**src/rtl/vga_timing_gen.sv**
```systemverilog
// Pixel-clock display timing generator: beam position, data enable, syncs and
// line/frame strobes, all registered so every output describes the same pixel.
module vga_timing_gen #(
   parameter int CORDW    = 10,
   parameter int H_RES    = 640,
   parameter int H_FP     = 16,
   parameter int H_SYNC   = 96,
   parameter int H_BP     = 48,
   parameter int V_RES    = 480,
   parameter int V_FP     = 10,
   parameter int V_SYNC   = 2,
   parameter int V_BP     = 33,
   parameter int SYNC_POL = 0,
   parameter int FCNTW    = 16
) (
   input  logic             clk_pix,
   input  logic             rst,
   input  logic             clk_locked,
   output logic [CORDW-1:0] sx,
   output logic [CORDW-1:0] sy,
   output logic             de,
   output logic             hs,
   output logic             vs,
   output logic             line,
   output logic             frame,
   output logic [FCNTW-1:0] frame_cnt
);

   localparam int H_TOTAL = H_RES + H_FP + H_SYNC + H_BP;
   localparam int V_TOTAL = V_RES + V_FP + V_SYNC + V_BP;

   localparam logic [CORDW-1:0] H_LAST = CORDW'(H_TOTAL - 1);
   localparam logic [CORDW-1:0] V_LAST = CORDW'(V_TOTAL - 1);
   localparam logic [CORDW-1:0] H_VIS  = CORDW'(H_RES);
   localparam logic [CORDW-1:0] V_VIS  = CORDW'(V_RES);
   localparam logic [CORDW-1:0] HS_BEG = CORDW'(H_RES + H_FP);
   localparam logic [CORDW-1:0] HS_END = CORDW'(H_RES + H_FP + H_SYNC);
   localparam logic [CORDW-1:0] VS_BEG = CORDW'(V_RES + V_FP);
   localparam logic [CORDW-1:0] VS_END = CORDW'(V_RES + V_FP + V_SYNC);
   localparam logic             SYNC_ON = (SYNC_POL != 0);

   typedef enum logic {IDLE, RUN} state_t;

   state_t           state_q, state_d;
   logic [CORDW-1:0] sx_q, sx_d, sy_q, sy_d;
   logic [FCNTW-1:0] fcnt_q, fcnt_d;
   logic             de_q, de_d, hs_q, hs_d, vs_q, vs_d;
   logic             line_q, line_d, frame_q, frame_d;
   logic             run_d;

   // Outputs are decoded from the next position, so registering them together
   // keeps sx/sy and every strobe aligned on the same pixel.
   always_comb begin
      // NOTE: every always_comb output gets a default first so no path leaves
      // it unassigned, which would otherwise infer a latch.
      state_d = state_q;
      sx_d    = '0;
      sy_d    = '0;
      fcnt_d  = '0;
      run_d   = 1'b0;
      case (state_q)
         IDLE: begin
            if (clk_locked) begin
               state_d = RUN;
               run_d   = 1'b1;
            end
         end
         RUN: begin
            if (clk_locked) begin
               run_d  = 1'b1;
               fcnt_d = fcnt_q;
               if (sx_q == H_LAST) begin
                  if (sy_q == V_LAST) begin
                     fcnt_d = fcnt_q + FCNTW'(1);
                  end else begin
                     sy_d = sy_q + CORDW'(1);
                  end
               end else begin
                  sx_d = sx_q + CORDW'(1);
                  sy_d = sy_q;
               end
            end else begin
               state_d = IDLE;
            end
         end
         default: state_d = IDLE;
      endcase

      de_d    = run_d && (sx_d < H_VIS) && (sy_d < V_VIS);
      hs_d    = (run_d && (sx_d >= HS_BEG) && (sx_d < HS_END)) ? SYNC_ON : !SYNC_ON;
      vs_d    = (run_d && (sy_d >= VS_BEG) && (sy_d < VS_END)) ? SYNC_ON : !SYNC_ON;
      line_d  = run_d && (sx_d == '0);
      frame_d = line_d && (sy_d == '0);
   end

   // NOTE: sequential state uses non-blocking assignments so all registers
   // update from the same pre-edge values.
   always_ff @(posedge clk_pix or negedge rst) begin
      if (!rst) begin
         state_q <= IDLE;
         sx_q    <= '0;
         sy_q    <= '0;
         fcnt_q  <= '0;
         de_q    <= 1'b0;
         hs_q    <= !SYNC_ON;
         vs_q    <= !SYNC_ON;
         line_q  <= 1'b0;
         frame_q <= 1'b0;
      end else begin
         state_q <= state_d;
         sx_q    <= sx_d;
         sy_q    <= sy_d;
         fcnt_q  <= fcnt_d;
         de_q    <= de_d;
         hs_q    <= hs_d;
         vs_q    <= vs_d;
         line_q  <= line_d;
         frame_q <= frame_d;
      end
   end

   assign sx        = sx_q;
   assign sy        = sy_q;
   assign de        = de_q;
   assign hs        = hs_q;
   assign vs        = vs_q;
   assign line      = line_q;
   assign frame     = frame_q;
   assign frame_cnt = fcnt_q;

endmodule
```
**config.mk**
```make
export PLATFORM = sky130hd
export DESIGN_NAME = vga_timing_gen
export DESIGN_NICKNAME = d
export VERILOG_FILES = /design/src/rtl/vga_timing_gen.sv
export SDC_FILE = /design/constraint.sdc
export NUM_CORES = 1
export LEC_CHECK = 0
export BUFFER_PORTS_ARGS = -buffer_cell sky130_fd_sc_hd__buf_2
export CAP_MARGIN = 20
export CORE_UTILIZATION = 50
export DETAILED_ROUTE_END_ITERATION = 6
export HOLD_SLACK_MARGIN = 0.05
export PLACE_DENSITY = 0.87
export SKIP_LAST_GASP = 1
export SYNTH_ARGS = -nofsm -noshare
export SYNTH_HDL_FRONTEND = slang
export SYNTH_SLANG_ARGS = --single-unit
export TNS_END_PERCENT = 5
```
**constraint.sdc**
```tcl
create_clock -name clk_pix -period 2.15 [get_ports clk_pix]
set_input_delay 0.215 -clock clk_pix [delete_from_list [all_inputs] [get_ports clk_pix]]
set_output_delay 0.215 -clock clk_pix [all_outputs]
set_load 0.02 [all_outputs]
```
==> flow_metrics.tcl <==
set metrics [dict create \
    crit_buf_inv 1 \
    powerDensity_nw_per_um2 487 \
    synth_xor_area_frac 0.110 \
    io_pins 44 \
    critical_path.max_fanout 6 \
    vias 2071 \
    yosys_most_used_dff "dfrtp_1" \
    area_delta_synth_final_pct 25.5 \
    overflow 0 \
    syn_nets 252 \
    critPathKind "reg2reg" \
    critPathSlowestCell "or3_4" \
    status "finished with violations" \
    path_cells "ha_4, nand4_1, or3_4, buf_4, nor4_4, xnor2_1, a21o_1, and4_1" \
    ys_types 48 \
    nNetsFinal 314 \
    portBuffers 43 \
    synth_top_family_by_area "simple AND/OR/NAND/NOR gates" \
    final_cell_mix "buf_2, nor2_1, dfrtp_1, buf_4, nand2_1" \
    maxSlewViolCount 0 \
    place_hpwl_mm 4.23 \
    end_kind "flop" \
    grt_first_pass_wirelength_mm 9.69 \
    setup_slack_ns -0.0200 \
    ys_ff_latch 42 \
    gp_congestion 0.960 \
    synth_edf_count 0 \
    hold_viol_final 0 \
    via_per_inst 5.75 \
    finalSetupViolations 1 \
    muxShareOfSynthArea 0.00920 \
    wl_per_cell_um 16.4 \
    min_period_over_period 1.01 \
    core_um2 4380 \
    finClkSkew_ns 0.00734 \
    slew_headroom 0.732 \
    syn_inst 245 \
    p_leak_nw 1.32 \
    min_period_ns 2.17 \
    drive_gt1_frac 0.315 \
    n_antenna_cell 0 \
    max_freq_mhz 461 \
    n_fill_cell 345 \
    die_area_um2 4900 \
    drtPass1Iterations 5 \
    rsz0062_at_grt "yes" \
    required_ns 2.34 \
    tightest_slew_ns 0.398 \
    dp_slack_ns -0.0554 \
    grt_max_degree 43 \
    ant_nets 0 \
    seq_area_frac_synth 0.456 \
    hp-class "in2reg" \
    fp.dieH_um 70.0 \
    synth-adder-area-share 0.0217 \
    ys_async_sr_fraction 1.00 \
    cpPeakStageDelay_ns 0.47 \
    clock_latency_ns 0.30 \
    synth_compound_area_frac 0.0612 \
    cts_tree "built" \
    cts_buffers 5 \
    ir_worst_vdd_mv 0.296 \
    drc 0 \
    grt_antenna_before_repair 0 \
    yosys_warnings 0 \
    ctsHtreeMaxLevel 2 \
    initial_core_util 0.527 \
    syn-mean-instance-area_um2 9.43 \
    wl_mm 5.90 \
    synth_simple_gate_area_frac 0.297 \
    crit_family "simple AND/OR/NAND/NOR gates" \
    syn_area_um2 2310 \
    fin_util 0.662 \
    cts_root_buf "clkbuf_8" \
    fp-row-count 24 \
    first_global_vias 2041 \
    violations "negative setup slack" \
    arrival_ns 2.36 \
    total_power_mw 1.41 \
    dieWidth_um 70.0 \
    cts_max_path_buffers 2 \
    critPathLaunchType "flop" \
    path_clk_slew_ns 0.08 \
    grt.total_usage 0.257 \
    numClockSinks 42 \
    drtIter0Drc 126 \
    final_common_cell "buf_2" \
    cap_violations 0 \
]
[worst reg2reg max path, delay by kind of cell, from the launching register on]
family / cells / cell delay [ns]
and+or+nand+nor: 4 / 1.03
adders and majority gates: 1 / 0.16
DFF: 1 / 0.39
buffers and inverters: 1 / 0.18
AOI/OAI and AO/OA: 1 / 0.19
xor gates and xnor gates: 1 / 0.13
[metrics by stage]
stage	std cells	setup TNS (ns)	hold WS, ns	cell area [µm²]
2_1_floorplan	245	-0.211	-0.0806	2370
3_3_place_gp	349	0	0.202	2740
3_5_place_dp	349	-0.106	0.204	2740
4_1_cts	360	-0.00357	0.104	2890
5_1_grt	360	-0.513	0.105	2900
6_report	360	-0.0200	0.112	2900
[flip-flops by register name (all words and copies together) (netlist names)]
register	cells
vs	1
sx	10
state_q	1
hs	1
frame	1
sy	10
de	1
line	1
frame_cnt	16
[worst paths after layout]
path                               start            end  slack (ns)  cells past startpoint
min in group asynchronous            rst          sx[7]        0.42                      3
hold reg to reg            frame_cnt[15]  frame_cnt[15]        0.54                      2
max in group asynchronous            rst             vs        1.47                      3
setup / recovery                   sx[0]          frame       -0.02                      8
setup reg to reg                   sx[0]          frame       -0.02                      8
hold / removal                clk_locked        state_q        0.11                      1
[final cells by class]
class / count / area [µm²] / share of cell area
Multi-Input combinational cell: 182 / 1230 / 0.426
Sequential cell: 42 / 1060 / 0.365
Timing Repair Buffer: 68 / 418 / 0.144
Clock buffer: 6 / 82.6 / 0.0285
Tap cell: 52 / 65.1 / 0.0224
Inverter: 8 / 30.0 / 0.0104
Clock inverter: 2 / 12.5 / 0.00431
[power breakdown]
group | switching [mW] | internal [mW] | total (mW)
clock | 0.275 | 0.258 | 0.533
sequential | 0.00431 | 0.796 | 0.800
combinational | 0.0527 | 0.0252 | 0.0779
[synth_stat cells, types with 3 or more instances]
master	count	share of area
or4_1	3	0.0097
nor4_1	5	0.014
buf_2	3	0.0065
xnor2_1	14	0.053
nor2_1	40	0.065
o21ai_0	6	0.013
nand4_1	12	0.032
nand3_1	13	0.028
inv_1	8	0.013
and4_1	5	0.019
xor2_1	15	0.057
ha_1	4	0.022
nand2_1	18	0.029
nor2b_1	3	0.0081
and3_1	5	0.014
clkbuf_1	6	0.0097
nor3_1	4	0.0087
or3_1	3	0.0081
and2_1	3	0.0081
dfrtp_1	40	0.43
a21oi_1	3	0.0065
[layer usage]
metal | share of wire | wire (µm) | up-vias | GRT usage
met5 | 0 | 0 | - | 0
met4 | 0.021 | 124 | 0 | 0.0956
met3 | 0.068 | 403 | 14 | 0.0620
met2 | 0.49 | 2910 | 88 | 0.426
met1 | 0.42 | 2460 | 989 | 0.325
li1 | - | - | 980 | -
[cells by family after synthesis]
kind of cell,count (synthesis)
AOI/OAI and AO/OA,21
muxes,2
adders and majority gates,4
buffers and inverters,21
xor gates and xnor gates,29
DFF,42
and+or+nand+nor,126
[repair_timing]
| action | 4_1_cts | 5_1_grt |
|---|---|---|
| gates resized for setup | 5 | 2 |
| endpoints found under the hold margin | 40 | 0 |
| hold buffers | 1 | 0 |
| buffers inserted | 2 | 0 |
| endpoints found under the setup margin | 3 | 13 |
| pin swaps | 5 | 1 |
Power figures use the tool's default switching activity.
